## src/rtl/row_render_pkg.sv

```systemverilog
// row_render_pkg: shared FSM state type, entity-word field layout and ROM address width for row_renderer
package row_render_pkg;
  typedef enum logic [2:0] {IDLE, ENT_RD, CHECK, DRAW, DRAIN, DONE} state_t;
  function automatic int ent_w(input int tw, input int cw);
    return 1 + tw + 2 * cw;
  endfunction
  function automatic int row_lsb(input int cw);
    return cw;
  endfunction
  function automatic int type_lsb(input int cw);
    return 2 * cw;
  endfunction
  function automatic int mir_bit(input int tw, input int cw);
    return 2 * cw + tw;
  endfunction
  function automatic int rom_aw(input int n, input int d);
    return $clog2(n * d * d);
  endfunction
endpackage

```

## src/rtl/sprite_line_fetch.sv

```systemverilog
// sprite_line_fetch: one sprite line, mirrored ROM addressing plus 2-stage clip/transparency write pipeline (start/abort in; rom_addr, row_* out; last = final address issued, fin = pipeline empty)
module sprite_line_fetch
  import row_render_pkg::*;
#(
  parameter int SPR_DIM = 48,
  parameter int TYPE_W = 3,
  parameter int COORD_W = 10,
  parameter int ROW_W = 640,
  parameter int PIX_W = 24,
  parameter logic [PIX_W-1:0] TRANSPARENT = '0,
  parameter int AW = rom_aw(8, 48),
  parameter int IW = $clog2(SPR_DIM)
) (
  input  logic               clk,
  input  logic               rst_n,
  input  logic               start,
  input  logic               abort,
  input  logic               mirror,
  input  logic [TYPE_W-1:0]  typ,
  input  logic [IW-1:0]      rel,
  input  logic [COORD_W-1:0] col,
  input  logic [PIX_W-1:0]   rom_data,
  output logic [AW-1:0]      rom_addr,
  output logic [COORD_W-1:0] row_addr,
  output logic [PIX_W-1:0]   row_data,
  output logic               row_wren,
  output logic               last,
  output logic               fin
);
  localparam logic [AW-1:0] DD = AW'(SPR_DIM * SPR_DIM);
  logic               iss, p1_v, mir_q, m;
  logic [IW-1:0]      i, ni;
  logic [AW-1:0]      base_q, b;
  logic [COORD_W-1:0] col_q;
  logic [COORD_W:0]   p1_col;
  assign ni = start ? '0 : i + 1'b1;
  assign b = start ? AW'(typ) * DD + AW'(rel) * AW'(SPR_DIM) : base_q;
  assign m = start ? mirror : mir_q;
  assign last = iss && i == IW'(SPR_DIM - 1);
  assign fin = !iss && !p1_v;
  always_ff @(posedge clk or negedge rst_n) begin
    if (!rst_n) begin
      iss <= 1'b0;
      i <= '0;
      base_q <= '0;
      mir_q <= 1'b0;
      col_q <= '0;
      p1_v <= 1'b0;
      p1_col <= '0;
      rom_addr <= '0;
      row_addr <= '0;
      row_data <= '0;
      row_wren <= 1'b0;
    end else if (abort) begin
      iss <= 1'b0;
      p1_v <= 1'b0;
      row_wren <= 1'b0;
    end else begin
      if (start || (iss && !last)) begin
        iss <= 1'b1;
        i <= ni;
        base_q <= b;
        mir_q <= m;
        rom_addr <= b + (m ? AW'(SPR_DIM - 1) - AW'(ni) : AW'(ni));
      end else iss <= 1'b0;
      if (start) col_q <= col;
      p1_v <= iss;
      p1_col <= {1'b0, col_q} + (COORD_W + 1)'(i);
      row_addr <= p1_col[COORD_W-1:0];
      row_data <= rom_data;
      row_wren <= p1_v && rom_data != TRANSPARENT && p1_col < (COORD_W + 1)'(ROW_W);
    end
  end
endmodule

```

## src/rtl/row_renderer.sv

```systemverilog
// row_renderer: per-scanline sprite renderer (swap/entities_number in; ent_addr/ent_data entity RAM, rom_addr/rom_data sprite ROM, row_* line-buffer writes, busy/done status)
module row_renderer
  import row_render_pkg::*;
#(
  parameter int SPR_DIM = 48,
  parameter int N_TYPES = 8,
  parameter int TYPE_W = $clog2(N_TYPES),
  parameter int COORD_W = 10,
  parameter int ROW_W = 640,
  parameter int MAX_ROW = 480,
  parameter int PIX_W = 24,
  parameter int ENT_AW = 8,
  parameter logic [PIX_W-1:0] TRANSPARENT = '0,
  parameter int ROM_AW = rom_aw(N_TYPES, SPR_DIM)
) (
  input  logic                                clk,
  input  logic                                rst_n,
  input  logic                                swap,
  input  logic [ENT_AW-1:0]                   entities_number,
  output logic [ENT_AW-1:0]                   ent_addr,
  input  logic [ent_w(TYPE_W, COORD_W)-1:0]   ent_data,
  output logic [ROM_AW-1:0]                   rom_addr,
  input  logic [PIX_W-1:0]                    rom_data,
  output logic [COORD_W-1:0]                  row_addr,
  output logic [PIX_W-1:0]                    row_data,
  output logic                                row_wren,
  output logic                                busy,
  output logic                                done
);
  localparam int IW = $clog2(SPR_DIM);
  state_t             state, nxt;
  logic [COORD_W-1:0] row_q, srow, scol;
  logic [TYPE_W-1:0]  typ;
  logic [IW-1:0]      rel;
  logic [ENT_AW-1:0]  cnt;
  logic               mir, vis, last_ent, last, fin, start;
  assign scol = ent_data[0 +: COORD_W];
  assign srow = ent_data[row_lsb(COORD_W) +: COORD_W];
  assign typ = ent_data[type_lsb(COORD_W) +: TYPE_W];
  assign mir = ent_data[mir_bit(TYPE_W, COORD_W)];
  assign rel = IW'(row_q - srow);
  assign vis = {1'b0, srow} <= {1'b0, row_q} && {1'b0, row_q} < {1'b0, srow} + (COORD_W + 1)'(SPR_DIM);
  assign last_ent = ent_addr == cnt - 1'b1;
  assign start = state == CHECK && vis && !swap;
  assign busy = state != IDLE;
  assign done = state == DONE;
  always_comb begin
    nxt = state;
    case (state)
      ENT_RD: nxt = cnt == '0 ? DONE : CHECK;
      CHECK: nxt = vis ? DRAW : last_ent ? DONE : ENT_RD;
      DRAW: nxt = last ? DRAIN : DRAW;
      DRAIN: nxt = !fin ? DRAIN : last_ent ? DONE : ENT_RD;
      default: nxt = IDLE;
    endcase
    if (swap) nxt = ENT_RD;
  end
  always_ff @(posedge clk or negedge rst_n) begin
    if (!rst_n) begin
      state <= IDLE;
      row_q <= COORD_W'(MAX_ROW - 1);
      ent_addr <= '0;
      cnt <= '0;
    end else begin
      state <= nxt;
      if (swap) begin
        row_q <= row_q == COORD_W'(MAX_ROW - 1) ? '0 : row_q + 1'b1;
        ent_addr <= '0;
        cnt <= entities_number;
      end else if (nxt == ENT_RD) ent_addr <= ent_addr + 1'b1;
    end
  end
  sprite_line_fetch #(
    .SPR_DIM(SPR_DIM), .TYPE_W(TYPE_W), .COORD_W(COORD_W), .ROW_W(ROW_W),
    .PIX_W(PIX_W), .TRANSPARENT(TRANSPARENT), .AW(ROM_AW), .IW(IW)
  ) u_fetch (
    .clk(clk), .rst_n(rst_n), .start(start), .abort(swap), .mirror(mir), .typ(typ),
    .rel(rel), .col(scol), .rom_data(rom_data), .rom_addr(rom_addr), .row_addr(row_addr),
    .row_data(row_data), .row_wren(row_wren), .last(last), .fin(fin)
  );
endmodule

```

## config.mk

```make
export PLATFORM = sky130hd
export DESIGN_NAME = row_renderer
export DESIGN_NICKNAME = d
export VERILOG_FILES = /design/src/rtl/row_render_pkg.sv /design/src/rtl/sprite_line_fetch.sv /design/src/rtl/row_renderer.sv
export SDC_FILE = /design/constraint.sdc
export NUM_CORES = 1
export LEC_CHECK = 0
export ABC_AREA = 0
export CAP_MARGIN = 20
export CORE_MARGIN = 2
export CORE_UTILIZATION = 33
export DETAILED_ROUTE_END_ITERATION = 8
export GPL_TIMING_DRIVEN = 0
export PLACE_DENSITY = 0.52
export SLEW_MARGIN = 20
export SYNTH_ARGS = -nofsm -noshare
export SYNTH_HDL_FRONTEND = slang
export SYNTH_HIERARCHICAL = 1
export SYNTH_SLANG_ARGS = --single-unit
```

## constraint.sdc

```tcl
create_clock -name clk -period 5.87 [get_ports clk]
set_clock_uncertainty 0.1 [all_clocks]
set_input_delay 1.174 -clock clk [delete_from_list [all_inputs] [get_ports clk]]
set_output_delay 1.174 -clock clk [all_outputs]
set_load 0.01 [all_outputs]
```

* Word level (Yosys, flattened, before mapping)
Index checks and enable logic that the tools add are counted.
** Storage, ports and cells
- Register bits :: 124
- Bits of input ports :: 59
- Output and inout port bits :: 60
- Word-level logic and storage cells :: 77
** Cells by class
- Add/subtract/negate cells :: 10
- Multiply operators :: 2
- $lt $le $gt $ge :: 3
- Eq/ne operators :: 9
- Multiplexer cells :: 18
- Bitwise gates (word level) :: 1
- Reductions and logical operators :: 19
** Operator list (number)
- 15-bit two-way mux :: 2
- 24-bit nonzero test :: 1
- 3-bit two-way mux :: 6
- 8-bit two-way mux :: 2
- 15-bit by 12-bit adder with 15-bit output :: 1
- 15-bit adder :: 1
- 3-bit case mux with 4 select lines :: 1
- 10-bit by 6-bit adder with 11-bit output :: 1
- 10-bit by 6-bit adder with 11-bit output (second input constant) :: 1
- 10-bit by 11-bit < comparator with 1-bit output :: 1
- 11-bit by 10-bit < comparator with 1-bit output (second input constant) :: 1
- 10-bit by 1-bit adder with 10-bit output (second input constant) :: 1
- 10-bit by 9-bit equality test with 1-bit output (second input constant) :: 1
- 10-bit <= comparator :: 1
- 10-bit two-way mux :: 1
- 8-bit by 1-bit adder with 8-bit output (second input constant) :: 1
- 8-bit equality test :: 1
- 1-bit logical AND :: 8
- 8-bit zero test :: 1
- 6-bit by 2-bit multiplier with 8-bit output (second input constant) :: 1
- 8-bit by 1-bit subtractor with 8-bit output (second input constant) :: 1
- 3-bit by 4-bit multiplier with 7-bit output (second input constant) :: 1
- 6-bit by 6-bit subtractor with 7-bit output (first input constant) :: 1
- 6-bit by 1-bit adder with 6-bit output (second input constant) :: 1
- other kinds (13) :: 24

* Longest topological paths before layout
Gate-level depths: netlist of the first run.
- Word-level depth :: 9
- Gate-level depth with buffers :: 25
- Gate-level depth less buffers :: 25

* Hierarchy
The synthesis of the first run kept the hierarchy.
** Modules (own cells, without submodules)
- sprite_line_fetch :: times used 1, cells an instance 500, area each 5248.8 um^2, sequential area each 2377.3 um^2
- row_renderer :: times used 1, cells an instance 270, area each 2414.8 um^2, sequential area each 735.7 um^2

* Worst setup path before layout of the first run
No wires, ideal clock.
- Path kind :: input-to-reg
- Start point :: input ent_data[14]
- End point :: register u_fetch.rom_addr[13]
- Library setup time :: 0.083 ns
- Data arrival time :: 5.634 ns
- Data required time :: 5.687 ns
- Slack :: 0.054 ns
- Stages :: 23
- Path buffers :: 3
- Cells stage by stage :: inv_1 ha_1 nor2_1 xnor2_1 ha_1 a21o_1 a211oi_1 a21oi_1 or3_1 nor2_1 clkbuf_1 buf_2 buf_1 nor2_1 ha_1 nor2b_1 ha_1 and2_1 nand4_1 a2111oi_0 nor3_1 xor2_1 o21ai_0
** Between the ends
- Cells in the longest elaborated chain, start to end :: 9
- Elaborated cells between the ends (all ways) :: 17
- Classes of those cells :: 5 x add/sub; 1 x mul; 2 x order compare; 4 x mux; 5 x reduce/logical
** RTL lines
- start, declared :: line row_renderer.sv:21 : input logic [ent_w(TYPE_W, COORD_W)-1:0] ent_data,
- 10-bit by 6-bit adder with 11-bit output :: line row_renderer.sv:42 : assign vis = {1'b0, srow} <= {1'b0, row_q} && {1'b0, row_q} < {1'b0, srow} + (COORD_W + 1)'(SPR_DIM);
- 10-bit by 11-bit < comparator with 1-bit output :: line row_renderer.sv:42
- 1-bit logical AND * :: line row_renderer.sv:42
- 1-bit logical AND * (2 in a row) :: line row_renderer.sv:44 : assign start = state == CHECK && vis && !swap;
- via start :: line row_renderer.sv:36 : logic mir, vis, last_ent, last, fin, start;
- 6-bit two-way mux * :: line sprite_line_fetch.sv:36 : assign ni = start ? '0 : i + 1'b1;
- via u_fetch.ni[4] :: line sprite_line_fetch.sv:32 : logic [IW-1:0] i, ni;
- 6-bit by 6-bit subtractor with 7-bit output :: line sprite_line_fetch.sv:64 : rom_addr <= b + (m ? AW'(SPR_DIM - 1) - AW'(ni) : AW'(ni));
- 15-bit two-way mux * :: line sprite_line_fetch.sv:64
- 15-bit adder * :: line sprite_line_fetch.sv:64
- end signal, assigned :: line sprite_line_fetch.sv:64
- end, declared :: line sprite_line_fetch.sv:23 : output logic [AW-1:0] rom_addr,
The timed path passes the listed nets; every way through them passes the cells marked *.
A chain may end at the register's enable or synchronous reset.

* Final worst setup path of the first run
- Start point :: input ent_data[10]
- End point :: register u_fetch.rom_addr[14]
** Between the ends
- Elaborated cells between the ends (all ways) :: 17
- Classes of those cells :: 5 x add/sub; 1 x mul; 2 x order compare; 4 x mux; 5 x reduce/logical
** RTL lines
- 6-bit subtractor :: line row_renderer.sv:41 : assign rel = IW'(row_q - srow);
- via rel[1] :: line row_renderer.sv:34 : logic [IW-1:0] rel;
- 6-bit by 2-bit multiplier with 8-bit output :: line sprite_line_fetch.sv:37 : assign b = start ? AW'(typ) * DD + AW'(rel) * AW'(SPR_DIM) : base_q;
- 15-bit by 12-bit adder with 15-bit output :: line sprite_line_fetch.sv:37
- 15-bit two-way mux :: line sprite_line_fetch.sv:37
- via u_fetch.b[13] :: line sprite_line_fetch.sv:33 : logic [AW-1:0] base_q, b;
- 15-bit adder :: line sprite_line_fetch.sv:64
The timed path passes the listed nets, and every way through them passes these cells.

==> results.txt, run 1 <==
* Buffers and inverters on the worst path: 3
- The worst path in the final design needs a cycle of 5.64 ns, including I/O delays and setup.
* Inserted Clock Buffers: 17
* Slew of the pin with the lowest slew margin: 0.653 ns
* IO Count: 119
* Clock Sinks: 124
- Synthesized-area fraction occupied by ao, oa, aoi and oai cells: 13.5%
* Die extent in y: approximately 160 µm
* Total nets after synthesis: 892
- The later pin in the worst-skew pair is clocked with a latency of 0.41 ns.
* Grt total ovfl: 0
* Critical path arrival: 5.84 ns
* Worst IR Drop VDD: 0.248 mV
- At the end of routability-driven placement, the weighted congestion stood at around 0.84.
* Element type at the critical path start: input pin
- The min-delay analysis places its worst path in the category reg -> reg.
* Number of buffers on the longest clock path: 2
- Placed instance count: around 1200
- By count the netlist is led by 116 x sky130_fd_sc_hd__dfrtp_1, 72 x sky130_fd_sc_hd__nand2_1, 62 x sky130_fd_sc_hd__mux2_2.
* Maximum number of pins on one net before global-route repair: 80
- IO buf count: roughly 120
- Crit Path Class: in -> reg
* Number of core rows: 55
- LEAKAGE: 0.00438 µW
- After detailed routing, the number of vias per cell comes to 4.96.
- H-tree depth reported by CTS: 4
- Cell area after synthesis: 7660 µm²
- Final instance count without filler cells: about 1200
- For this run, asynchronously set or reset flops after synthesis account for 100%.
- The hold violation total from the final report was 0.
* Most frequently used flop master after synthesis: sky130_fd_sc_hd__dfrtp_1
- The critical path goes through dlygate4sd2_1 > ha_2 > fa_1 > inv_1 > ha_1 > fa_1 > a21o_1 > a21oi_2 > xor2_2 > ha_1 > a21o_1 > a21oi_2 > nor2b_1 > o21ai_0 > xor2_1 > a21oi_1 > ha_1 > nand4_1 > inv_1 > a221o_1 > a31oi_2 > xnor2_2 > o21ai_1.
- Setup violation total in the final timing report: 0
- Of the total synthesized cell area, the portion taken by full adders, half adders and majority gates is between 10% and 20%.
- Combinational logic burns around 48% of the power.
- The final layout contains routed wiring with a total length of 18.7 mm.
* Root buffer cell: sky130_fd_sc_hd__clkbuf_16
* Family of cells with the greatest summed delay on the critical path: adder cells
* Total half-perimeter wirelength after legalization and detailed placement: 13.8 mm
* Achievable Freq: 177 MHz
* Total Nets Final: 1035
- Number of synthesized register bits: 124
- The synthesized netlist devotes 14.8% of its cell area to simple gates.
- In the global route stage, overall resource usage came out at 15.9%.
- Cell type contributing the most total cell area after synthesis: sky130_fd_sc_hd__dfrtp_1
* Setup TNS Final: 0 ns
- Detailed Routing Iterations Pass 1: 4
- Synth Instances: 770
- Count of final max-slew check failures: 0
* Drt first-iter violations: 268
* Relative slew slack: 56.4%
* Outcome: finished, final reports clean
* Sequential fraction of design power: about 28%
- The floorplan step defined a die boundary enclosing 24500 µm².
- The number of global-route vias before repair came to 6061.
- The number of antenna diodes in the final layout is 0.
- Along the worst path, the maximum fanout reaches 3.
- Multiplexer area fraction after synthesis: around a tenth
- Cell with the most instances on the worst path: sky130_fd_sc_hd__ha_1
- The first global-routing pass estimated 30.8 mm of wire.
- Cell with the largest stage delay on the worst path: sky130_fd_sc_hd__fa_1
- Internal Pwr Total: between 2000 and 3000 µW
- Once the floorplan was initialized, standard cells occupied 33.7% of the core.
- Chip Width: between 150 and 200 µm
- Post-Synth XOR/XNOR Area: 6.74%
* Ranking of synthesized cells by area: sky130_fd_sc_hd__dfrtp_1 38%, sky130_fd_sc_hd__ha_1 9.5%, sky130_fd_sc_hd__mux2_2 9.1%, sky130_fd_sc_hd__xnor2_1 4.6%, sky130_fd_sc_hd__nand2_1 3.5%
* Reported net switching power: 1500 µW
- Max-cap violations in this run came to 0.
- Share of final-layout standard cells stronger than drive strength 1: 18.4%
- Initial antenna violation count: 0
- CTS tree: yes
- In this run switching power makes up around 37% of total power.
- Dominant combinational cell family by area after synthesis: simple AND/OR/NAND/NOR gates
- On the worst path, the slowest cell contributes a delay of 0.48 ns.
- Yosys mapped a number of flops with a built-in enable equal to 0.
- Period utilisation layout: a little over nine tenths
- Antenna Violating Nets Remaining: 0
* Fraction of the yosys area taken by sequential cells: 40.6%
- Clock power share: around a quarter
- Synth Area per Inst: 9.95 µm²
- Synthesis Warnings: 6
- The total area inside the core boundary comes to 22700 µm².
- Clock-pin slew was measured on the worst setup and hold paths at around 0.060 ns.
- The area growth from synthesis to layout is 31.4%.
* Netlist cell types: 69
- In this run the power density over the cells is approximately 410 nW/µm².
- Wire per inst: 15.5 µm
- sky130_fd_sc_hd__dfrtp_1 is the most common cell in the netlist.
- STA classifies the critical path endpoint as a flop.
- The synthesized design devotes to its leading area cell type 37.9% of total area.
- Worst endpoint required time: between 6 and 7 ns
* Via count: 6006
- After detailed routing, the number of remaining DRC violations is 0.
-- power by group through the flow --
stage | combinational, µW | sequential (µW) | clock, µW
5_1_grt | 2200 | 1160 | 1060
3_3_place_gp | 1680 | 1150 | 0
6_report | 1980 | 1140 | 984
2_1_floorplan | 1190 | 1150 | 0
4_1_cts | 1740 | 1140 | 1010
3_5_place_dp | 1700 | 1150 | 0
-- cell type report --
| class | instances | area, µm² |
|---|---|---|
| plain buffers | 28 | 173 |
| inverters | 42 | 158 |
| flip-flops and latches | 124 | 3110 |
| well taps | 285 | 357 |
| fillers | 2207 | 12600 |
| clock inverters | 14 | 123 |
| repair buffers | 124 | 1250 |
| multi-input cells | 576 | 4470 |
| clock buffers | 17 | 425 |
-- cells in the final DEF, fill, tap and decap left out, drive strengths merged, types with 7 or more instances in the layout --
| cell type | n |
|---|---|
| mux2 | 64 |
| a21o | 17 |
| xnor2 | 40 |
| o211ai | 8 |
| nand4 | 10 |
| buf | 22 |
| xor2 | 19 |
| nand2 | 73 |
| dfstp | 8 |
| clkinv | 9 |
| a21oi | 42 |
| inv | 44 |
| clkbuf | 31 |
| and2 | 9 |
| ha | 58 |
| nor3 | 8 |
| o21a | 9 |
| a31oi | 7 |
| o21ai | 42 |
| nor2 | 54 |
| nor4 | 11 |
| dfrtp | 116 |
| clkdlybuf4s50 | 111 |
| nand3 | 21 |
| nor2b | 17 |
-- tightest hold or removal path, delay by kind of cell, from the launching register on --
family | cells | cell delay, ns
flip-flops | 1 | 0.34
AND/OR/NAND/NOR | 2 | 0.10
-- layer usage --
metal	routed length (µm)	vias up	global-route usage (%)	share of wire, %
li1	-	3007	-	-
met1	9100	2877	21.2	49
met2	8660	100	25.7	46
met3	677	22	3.54	3.6
met4	306	0	4.98	1.6
met5	0	-	0	0
-- kinds of logic after synthesis --
family | count (synthesis)
AOI/OAI and AO/OA | 160
xor gates and xnor gates | 59
adders and majority gates | 63
buffers and inverters | 71
DFF | 124
muxes | 65
and+or+nand+nor | 228
-- repair_timing --
action / in CTS / in global routing
hold buffers: 0 / 0
endpoints found under the setup margin: 13 / 5
resized for setup: 33 / 27
pin swaps: 3 / 6
buffers inserted: 0 / 5
gates cloned: 1 / 0
-- per-stage QoR --
step	area (µm²)	hold WS, ns	power, µW	worst slack, ns	utilization [%]
5_1_grt	10100	0.396	4420	-0.0117	44.3
3_3_place_gp	9200	0.352	2830	-1.84	40.5
2_1_floorplan	7660	0.339	2340	0.0536	-
6_report	10100	0.371	4100	0.232	44.3
4_1_cts	9890	0.373	3890	0.0264	43.6
3_5_place_dp	9230	0.360	2850	-1.77	40.7
-- flip-flops by register name, indices dropped and copies added, names as in the netlist --
signal / flops
u_fetch/row_wren: 1
u_fetch/rom_addr: 15
u_fetch/col_q: 10
u_fetch/p1_v: 1
cnt: 8
ent_addr: 8
u_fetch/iss: 1
u_fetch/mir_q: 1
u_fetch/row_addr: 10
u_fetch/i: 6
u_fetch/row_data: 24
row_q: 10
u_fetch/base_q: 15
u_fetch/p1_col: 11
state: 3
-- final timing paths --
| check | startpoint | endpoint | slack, ns | cells past startpoint |
|---|---|---|---|---|
| worst max-delay path | ent_data[10] | u_fetch/rom_addr[14] | 0.23 | 23 |
| worst min-delay path | u_fetch/base_q[7] | u_fetch/base_q[7] | 0.37 | 2 |
| worst max register to register | row_q[0] | u_fetch/rom_addr[14] | 0.66 | 23 |
| worst min register to register | u_fetch/base_q[7] | u_fetch/base_q[7] | 0.37 | 2 |
| max in group asynchronous | rst_n | cnt[0] | 4.42 | 2 |
| min in group asynchronous | rst_n | u_fetch/rom_addr[1] | 0.55 | 1 |
No activity file was read; power rests on OpenSTA's default activity.
==> run 2, diff against run 1 <==
CTS_BUF_LIST = sky130_fd_sc_hd__clkbuf_16   (was not set)
DONT_BUFFER_PORTS = 1   (was not set)
PLACE_DENSITY = 0.46   (was 0.52)
==> run 2 against run 1 <==
Compared with the run above:
- setup slack better by 0.11 ns
- register-to-register slack lost 0.22 ns
- largest power group unchanged
- first-iteration DRC count up 1.5%
- utilization is 6.0 points lower
==> results.txt, run 2 (same netlist as run 1, synthesis figures left out) <==
- The standard cell core area was 22700 µm² (unchanged).
* Maximum number of pins on one net before global-route repair: 125 (was 80)
* Met3 demand-to-capacity share in global routing: 3.99% (was 3.54%)
- The maximum fanout along the worst path came to 7 (was 3).
- Classification of the worst-slack hold path: in -> async (was reg -> reg)
- The placed wire-length estimate after detailed placement is 13.9 mm (was 13.8 mm).
* Element type at the critical path start: input pin (unchanged)
* Drt first-iter violations: 272 (was 268)
- The total DRC errors in the routed layout was 0 (unchanged).
- The layout cell share with drive strength beyond 1 came to 17.5% (was 18.4%).
- The number of clock sinks seen by CTS was 124 (unchanged).
- The first-pass GRT wire length was 30.6 mm (was 30.8 mm).
* Switching part of the total power: 36.2% (was 36.6%)
* Largest register by flop count: u_fetch/row_data (unchanged)
- The clock tree from TritonCTS was yes (unchanged).
- The via-per-instance ratio came to 5.17 (was 4.96).
* Type of destination of the critical path: flop (unchanged)
- The slew of the pin with the lowest slew margin is 0.672 ns (was 0.653 ns).
- The count of TritonRoute iterations in the first routing pass came to 5 (was 4).
* Wire length after detailed routing: 18.7 mm (about the same)
- The clock slew seen by the registers of the worst setup and hold paths is 0.07 ns (was 0.06 ns).
* Period utilisation layout: 94.1% (was 96.0%)
- IO buf count: 0 (was 118)
- The commonest non-fill, non-tap cell in the layout is sky130_fd_sc_hd__dfrtp_1 (unchanged).
* Global-route track usage on met1: 19.8% (was 21.2%)
- Relative slew slack: 55.2% (was 56.4%)
* Count of final max-slew check failures: 0 (unchanged)
* Clock power share: 30.3% (was 24.0%)
- Internal Pwr Total: 2430 µW (was 2600 µW)
- The I/O pin count is 119 (unchanged).
- The met2 demand-to-capacity share in global routing came to 27.3% (was 25.7%).
- The floorplan die area was 24500 µm² (unchanged).
* Setup violation total in the final timing report: 0 (unchanged)
- Via count: 5611 (was 6006)
* Power per cell area: 437 nW/µm² (was 407 nW/µm²)
- The maximum vdd drop was 0.235 mV (was 0.248 mV).
- The number of clock buffers inserted by TritonCTS is 17 (unchanged).
- Outcome: finished, final reports clean (unchanged).
- The highest clock frequency the design can meet came to 181 MHz (was 177 MHz).
- Regs by FF count: u_fetch/row_data (24), u_fetch/base_q (15), u_fetch/rom_addr (15) (unchanged)
* Number of buffers inserted for hold repair after clock tree synthesis: 0 (unchanged)
- Final instance count without filler cells: 1086 (was 1210)
* Most used routing layer: met2 (unchanged)
* Largest register FFs: 24 (unchanged)
* Placed instance count: 1055 (was 1174)
- Total Nets Final: 910 (was 1035)
- Finished Cell Area: 8710 µm² (was 10100 µm²)
- Crit Path Class: in -> reg (unchanged)
* Overall power of the completed layout: 3800 µW (was 4100 µW)
- Later-pin clock latency in the skew report: 0.42 ns (was 0.41 ns)
- Chip Width: 156 µm (unchanged)
- Antenna Violating Nets Remaining: 0 (unchanged)
- Unrepaired setup endpoints after global routing: no
- The number of global-route vias before repair came to 5997 (was 6061).
- The synthesis-to-layout area growth was 13.6% (was 31.4%).
- Number of diodes added for antenna fixing: 0 (unchanged)
- Count of final hold-check violations: 0 (unchanged)
* Worst endpoint required time: 6.11 ns (was 6.08 ns)
- The leakage power summed over all cells is 0.00388 µW (was 0.00438 µW).
* Global placer's final weighted congestion: 0.848 (was 0.843)
- Most frequent cells in the layout: 116 x sky130_fd_sc_hd__dfrtp_1, 72 x sky130_fd_sc_hd__nand2_1, 62 x sky130_fd_sc_hd__mux2_2, 54 x sky130_fd_sc_hd__ha_1, 53 x sky130_fd_sc_hd__nor2_1 (was 116 x sky130_fd_sc_hd__dfrtp_1, 111 x sky130_fd_sc_hd__clkdlybuf4s50_1, 72 x sky130_fd_sc_hd__nand2_1, 62 x sky130_fd_sc_hd__mux2_2, 52 x sky130_fd_sc_hd__nor2_1).
- The cell chosen for the clock root is sky130_fd_sc_hd__clkbuf_16 (unchanged).
- The arrival time at the worst endpoint came to 5.76 ns (was 5.84 ns).
- The floorplan row count came to 55 (unchanged).
- The logic gate share of total power was 38.7% (was 48.2%).
* Count of maximum capacitance violations: 0 (unchanged)
- Number of buffers on the longest clock path: 2 (unchanged)
* Initial antenna violation count: 0 (unchanged)
* Post-detailed-placement cell area: 8020 µm² (was 9230 µm²)
* Die extent in y: 156 µm (unchanged)
- The total congestion overflow after global routing came to 0 (unchanged).
- Starting density of the core: 33.7% (unchanged)
- The global-route usage over all layers came to 16.0% (was 15.9%).
* Final period demand of the worst path: 5.52 ns (was 5.64 ns)
- Reported net switching power: 1380 µW (was 1500 µW)
* H-tree depth reported by CTS: 4 (unchanged)
- Wire per inst: 17.2 µm (was 15.5 µm)
- The setup total negative slack was 0 ns (unchanged).
- Sequential fraction of design power: 31.1% (was 27.8%)
[run 2: cell types whose count changed in the layout (fill, tap and decap cells not counted), moves of 4 or more]
cell,change
sky130_fd_sc_hd__clkinv_2,-4
sky130_fd_sc_hd__clkdlybuf4s50_1,-111
sky130_fd_sc_hd__ha_1,+7
sky130_fd_sc_hd__ha_4,-8
sky130_fd_sc_hd__a21oi_1,+8
sky130_fd_sc_hd__a21oi_2,-8
sky130_fd_sc_hd__buf_4,-4
[run 2: power groups by stage]
stage	registers (µW)	clock network (µW)	logic (µW)
floorplan	1150	0	1190
global placement	1190	0	1430
detailed placement	1200	0	1460
CTS	1180	1180	1480
global route	1210	1230	1680
finish	1180	1150	1470
[run 2: worst max-delay path: stages]
cell and delay [ns]:
sky130_fd_sc_hd__ha_1 0.20, sky130_fd_sc_hd__fa_1 0.48, sky130_fd_sc_hd__inv_1 0.08, sky130_fd_sc_hd__ha_1 0.21, sky130_fd_sc_hd__fa_1 0.40, sky130_fd_sc_hd__a21o_1 0.18
sky130_fd_sc_hd__a21oi_1 0.21, sky130_fd_sc_hd__xor2_1 0.22, sky130_fd_sc_hd__inv_1 0.08, sky130_fd_sc_hd__fa_1 0.42, sky130_fd_sc_hd__inv_1 0.09, sky130_fd_sc_hd__a21o_1 0.11
sky130_fd_sc_hd__a21oi_1 0.09, sky130_fd_sc_hd__xnor2_1 0.15, sky130_fd_sc_hd__mux2_2 0.28, sky130_fd_sc_hd__ha_2 0.39, sky130_fd_sc_hd__nand4_1 0.13, sky130_fd_sc_hd__a2111oi_2 0.40
sky130_fd_sc_hd__nor3_1 0.11, sky130_fd_sc_hd__xor2_1 0.16, sky130_fd_sc_hd__o21ai_0 0.17
[run 2: cell type report]
class	count	area, µm²
multi-input cells	576	4290
well taps	285	357
flip-flops and latches	124	3110
plain buffers	27	151
inverters	42	158
fillers	2280	14000
clock inverters	15	213
clock buffers	17	425
[run 2: final timing paths]
path / end / slack [ns] / startpoint / cells past startpoint
worst max-delay path: u_fetch/rom_addr[13] / 0.35 / ent_data[10] / 21
worst min-delay path: u_fetch/rom_addr[5] / 0.34 / rst_n / 0
worst max register to register: u_fetch/rom_addr[13] / 0.44 / row_q[0] / 22
worst min register to register: u_fetch/p1_col[10] / 0.37 / u_fetch/p1_col[10] / 2
max in group asynchronous: row_q[1] / 5.11 / rst_n / 0
min in group clk: u_fetch/p1_col[10] / 0.37 / u_fetch/p1_col[10] / 2
[run 2: through the flow]
stage	hold slack [ns]	util, %	worst slack, ns
after global placement	0.354	35.3	-1.30
final	0.340	38.3	0.346
after global routing	0.313	38.3	0.0525
after detailed placement	0.362	35.3	-1.26
after CTS	0.319	38.2	0.00764
after floorplan	0.339	-	0.0536
[run 2: repair_timing]
action,CTS,global route
setup endpoints to repair,8,5
pin swaps,0,1
hold endpoints to repair,0,0
resized for setup,7,15
gates cloned,0,1
setup buffers,0,0
[run 2: routing by layer]
metal / share of wire (%) / wire [µm]
met1: 45 / 8440
met2: 49 / 9140
met3: 4.1 / 761
met4: 1.7 / 320
met5: 0 / 0
==> run 3, diff against run 2 <==
MAX_ROUTING_LAYER = met4   (was not set)
PLACE_DENSITY = not set   (was 0.46)
clock period = 4.87 ns   (was 5.87 ns; I/O delays follow)
==> run 3 against run 2 <==
Compared with the run above:
- the run now ends with negative setup slack left
- sequential share of layout area decreased by 2.0 points
- via count increased by 1.7%
- die area unchanged
- sequential power up 20%
- cell area grew 6.0%
- combinational power is 46% higher
- clock-buffer cell count is the same
- first-iteration DRC count up 3.3%
- final cell count is 2.1% higher
==> results.txt, run 3 (same netlist as run 1, synthesis figures left out) <==
- The layout net count was 933 (was 910).
- The most numerous cell type found on the critical path is sky130_fd_sc_hd__a21oi_2.
* Vias per cell: 5.15 (was 5.17)
- Chip Width: 156 µm (unchanged)
- Clock Sinks: 124 (unchanged)
- Switching part of the total power: 36.2% (about the same)
- The maximum clock path buffer count was 2 (unchanged).
* Count of maximum capacitance violations: 0 (unchanged)
* Power per cell area: 535 nW/µm² (was 437 nW/µm²)
- The cell area reported after detailed placement came to 8260 µm² (was 8020 µm²).
- The maximum number of pins on one net before global-route repair came to 125 (unchanged).
- Final period demand of the worst path: around 4.9 ns
- Number of diodes added for antenna fixing: 0 (unchanged)
- Element type at the critical path start: flop (was input pin)
* Wire length of the first global-routing pass: 30.1 mm (was 30.6 mm)
- The wire length per cell is 16.4 µm (was 17.2 µm).
- Cell with the largest stage delay on the worst path: sky130_fd_sc_hd__dfstp_2 (was sky130_fd_sc_hd__fa_1)
- Layout filler cell count: 2216 (was 2280)
* Regs by FF count: u_fetch/row_data (24), u_fetch/base_q (15), u_fetch/rom_addr (15) (unchanged)
- Inserted Clock Buffers: 17 (unchanged)
- The floorplan die area came to 24500 µm² (unchanged).
* Area grow syn2layout: 20.4% (was 13.6%)
* Grt total ovfl: 0 (unchanged)
* Drt first-iter violations: 281 (was 272)
- Largest register by flop count: u_fetch/row_data (unchanged)
- Most common cell after layout, fill and taps aside: sky130_fd_sc_hd__dfrtp_1 (unchanged)
- Initial antenna violation count: 0 (unchanged)
* Crit path max fanout: 3 (was 7)
* Outcome: finished with violations (was finished, final reports clean)
* Most frequent cells in the layout: 116 x sky130_fd_sc_hd__dfrtp_1, 71 x sky130_fd_sc_hd__nand2_1, 60 x sky130_fd_sc_hd__mux2_2, 51 x sky130_fd_sc_hd__nor2_1, 46 x sky130_fd_sc_hd__ha_1 (was 116 x sky130_fd_sc_hd__dfrtp_1, 72 x sky130_fd_sc_hd__nand2_1, 62 x sky130_fd_sc_hd__mux2_2, 54 x sky130_fd_sc_hd__ha_1, 53 x sky130_fd_sc_hd__nor2_1)
* Reported net switching power: 1790 µW (was 1380 µW)
- The clock slew seen by the registers of the worst setup and hold paths was 0.07 ns (about the same).
- Vias in the first global route: 5821 (was 5997)
- The layout cell share with drive strength beyond 1 came to 24.8% (was 17.5%).
- The I/O pin count is 119 (unchanged).
- The final setup violation count is 1 (was 0).
- Number of buffers inserted for hold repair after clock tree synthesis: 0 (unchanged)
- The number of vias in the routed layout came to 5706 (was 5611).
- The placed wire-length estimate after detailed placement is 13.0 mm (was 13.9 mm).
- The setup slack after layout came to -0.0464 ns (was 0.346 ns).
* Crit Path Class: reg -> reg (was in -> reg)
- The placement-stage worst setup slack was -0.835 ns (was -1.26 ns).
- Root buffer cell: sky130_fd_sc_hd__clkbuf_16 (unchanged)
* Global placer's final weighted congestion: 0.866 (was 0.848)
- Clock power share: 28.0% (was 30.3%)
- Combinational fraction of design power: 43.4% (was 38.7%)
- The starting density of the core is 33.7% (unchanged).
* Count of final max-slew check failures: 0 (unchanged)
* Cell breakdown of the critical path: inv_2 > ha_4 > fa_2 > inv_4 > ha_4 > fa_2 > a21o_1 > a21oi_2 > xor2_1 > ha_1 > a21o_1 > a21oi_2 > nor2b_1 > o21ai_1 > xor2_1 > a21oi_2 > ha_1 > nand4_1 > inv_1 > a221o_1 > a31oi_1 > xnor2_1 > o21ai_1 (was ha_1 > fa_1 > inv_1 > ha_1 > fa_1 > a21o_1 > a21oi_1 > xor2_1 > inv_1 > fa_1 > inv_1 > a21o_1 > a21oi_1 > xnor2_1 > mux2_2 > ha_2 > nand4_1 > a2111oi_2 > nor3_1 > xor2_1 > o21ai_0)
- Finished Cell Area: 9230 µm² (was 8710 µm²)
- Type of destination of the critical path: flop (unchanged)
* Detailed Routing Iterations Pass 1: 4 (was 5)
* Finished Core Util: 40.6% (was 38.3%)
- Unrepaired setup endpoints after global routing: yes (was no)
- The total DRC errors in the routed layout was 0 (unchanged).
- Critical path arrival: 5.11 ns (was 5.76 ns)
* Core Region: 22700 µm² (unchanged)
- Worst IR Drop VDD: 0.351 mV (was 0.235 mV)
- The worst stage delay on the critical path is 0.54 ns (was 0.48 ns).
- CTS tree: yes (unchanged)
- The flip-flop count of the largest register after layout is 24 (unchanged).
- The cell-internal power is 3150 µW (was 2430 µW).
* H-tree depth reported by CTS: 4 (unchanged)
- The hold violation total from the final report is 0 (unchanged).
- Worst endpoint required time: 5.07 ns (was 6.11 ns)
* Sequential fraction of design power: 28.7% (was 31.1%)
- IO buf count: 0 (unchanged)
- The vertical die dimension was 156 µm (unchanged).
- The global-route usage over all layers was 15.8% (was 16.0%).
* Antenna Violating Nets Remaining: 0 (unchanged)
- The latest clock arrival within the worst-skew pair is 0.41 ns (was 0.42 ns).
- Relative slew slack: 52.6% (was 55.2%)
- The leakage power summed over all cells came to 0.00404 µW (was 0.00388 µW).
* Wire length after detailed routing: 18.2 mm (was 18.7 mm)
- The final critical path takes up 101% of the cycle.
* Violations in the final reports: negative setup slack
- Static timing analysis puts the maximum clock frequency at 203 MHz.
- The floorplan row count was 55 (unchanged).
* Slew of the pin with the lowest slew margin: 0.711 ns (was 0.672 ns)
- Hold Slack: 0.160 ns (was 0.340 ns)
- The path category of the worst min-delay check is in -> async (unchanged).
## run 3: cell count changes in the layout (fill, tap and decap cells not counted), moves of 4 or more
cell	before	now
sky130_fd_sc_hd__buf_4	1	21
sky130_fd_sc_hd__a21oi_1	40	26
sky130_fd_sc_hd__fa_1	5	1
sky130_fd_sc_hd__fa_2	0	4
sky130_fd_sc_hd__a21oi_2	2	16
sky130_fd_sc_hd__ha_1	54	46
sky130_fd_sc_hd__ha_4	0	11
## run 3: timing repair
action / in CTS / in global routing
gates resized for setup: 20 / 18
endpoints found under the setup margin: 7 / 8
setup buffers: 10 / 12
pin swaps: 21 / 26
## run 3: metal layers
layer	up-vias	global-route usage (%)	wire length [µm]
met3	16	4.13	846
met4	0	3.76	208
met1	2797	19.9	8540
met2	94	25.7	8600
met5	-	-	0
li1	2799	-	-
## run 3: worst max-delay path: cells and delay by family, from the launching register on
kind                     cells  cell delay [ns]
adder cells (fa/ha/maj)      6             1.76
buffers and inverters        3             0.15
AO/OA/AOI/OAI                9             1.45
XOR/XNOR                     3             0.64
AND/OR/NAND/NOR              2             0.15
flip-flops                   1             0.54
## run 3: cell type report
cell class                 instances  area, µm²  share of cell area [%]
clock inverter                    15        213                    2.31
buffer                            29        208                    2.25
multi-input combinational        575       4570                    49.6
clock buffer                      17        425                    4.61
timing repair buffer              22        178                    1.93
inverter                          42        160                    1.74
sequential                       124       3110                    33.7
tap                              285        357                    3.86
## run 3: final timing paths
check / startpoint / slack (ns) / endpoint / depth (start not counted)
min in group clk: u_fetch/base_q[7] / 0.37 / u_fetch/base_q[7] / 2
min: rst_n / 0.16 / u_fetch/rom_addr[13] / 0
max reg2reg: row_q[0] / -0.05 / u_fetch/rom_addr[14] / 23
min reg2reg: u_fetch/base_q[7] / 0.37 / u_fetch/base_q[7] / 2
max: row_q[0] / -0.05 / u_fetch/rom_addr[14] / 23
max in group asynchronous: rst_n / 4.22 / row_q[8] / 0
## run 3: metrics by stage
step	total power, µW	instances	setup TNS (ns)
final	4940	1109	-0.0464
after floorplan	2990	770	-0.533
after detailed placement	3380	1055	-4.92
after global placement	3350	1055	-4.82
after global routing	5320	1109	-0.805
after CTS	4870	1097	-0.0863
## run 3: power by group through the flow
stage	sequential, µW	clock, µW	combinational (µW)
finish	1420	1380	2140
global route	1450	1470	2400
CTS	1420	1420	2020
detailed placement	1440	0	1940
global placement	1430	0	1910
floorplan	1390	0	1600
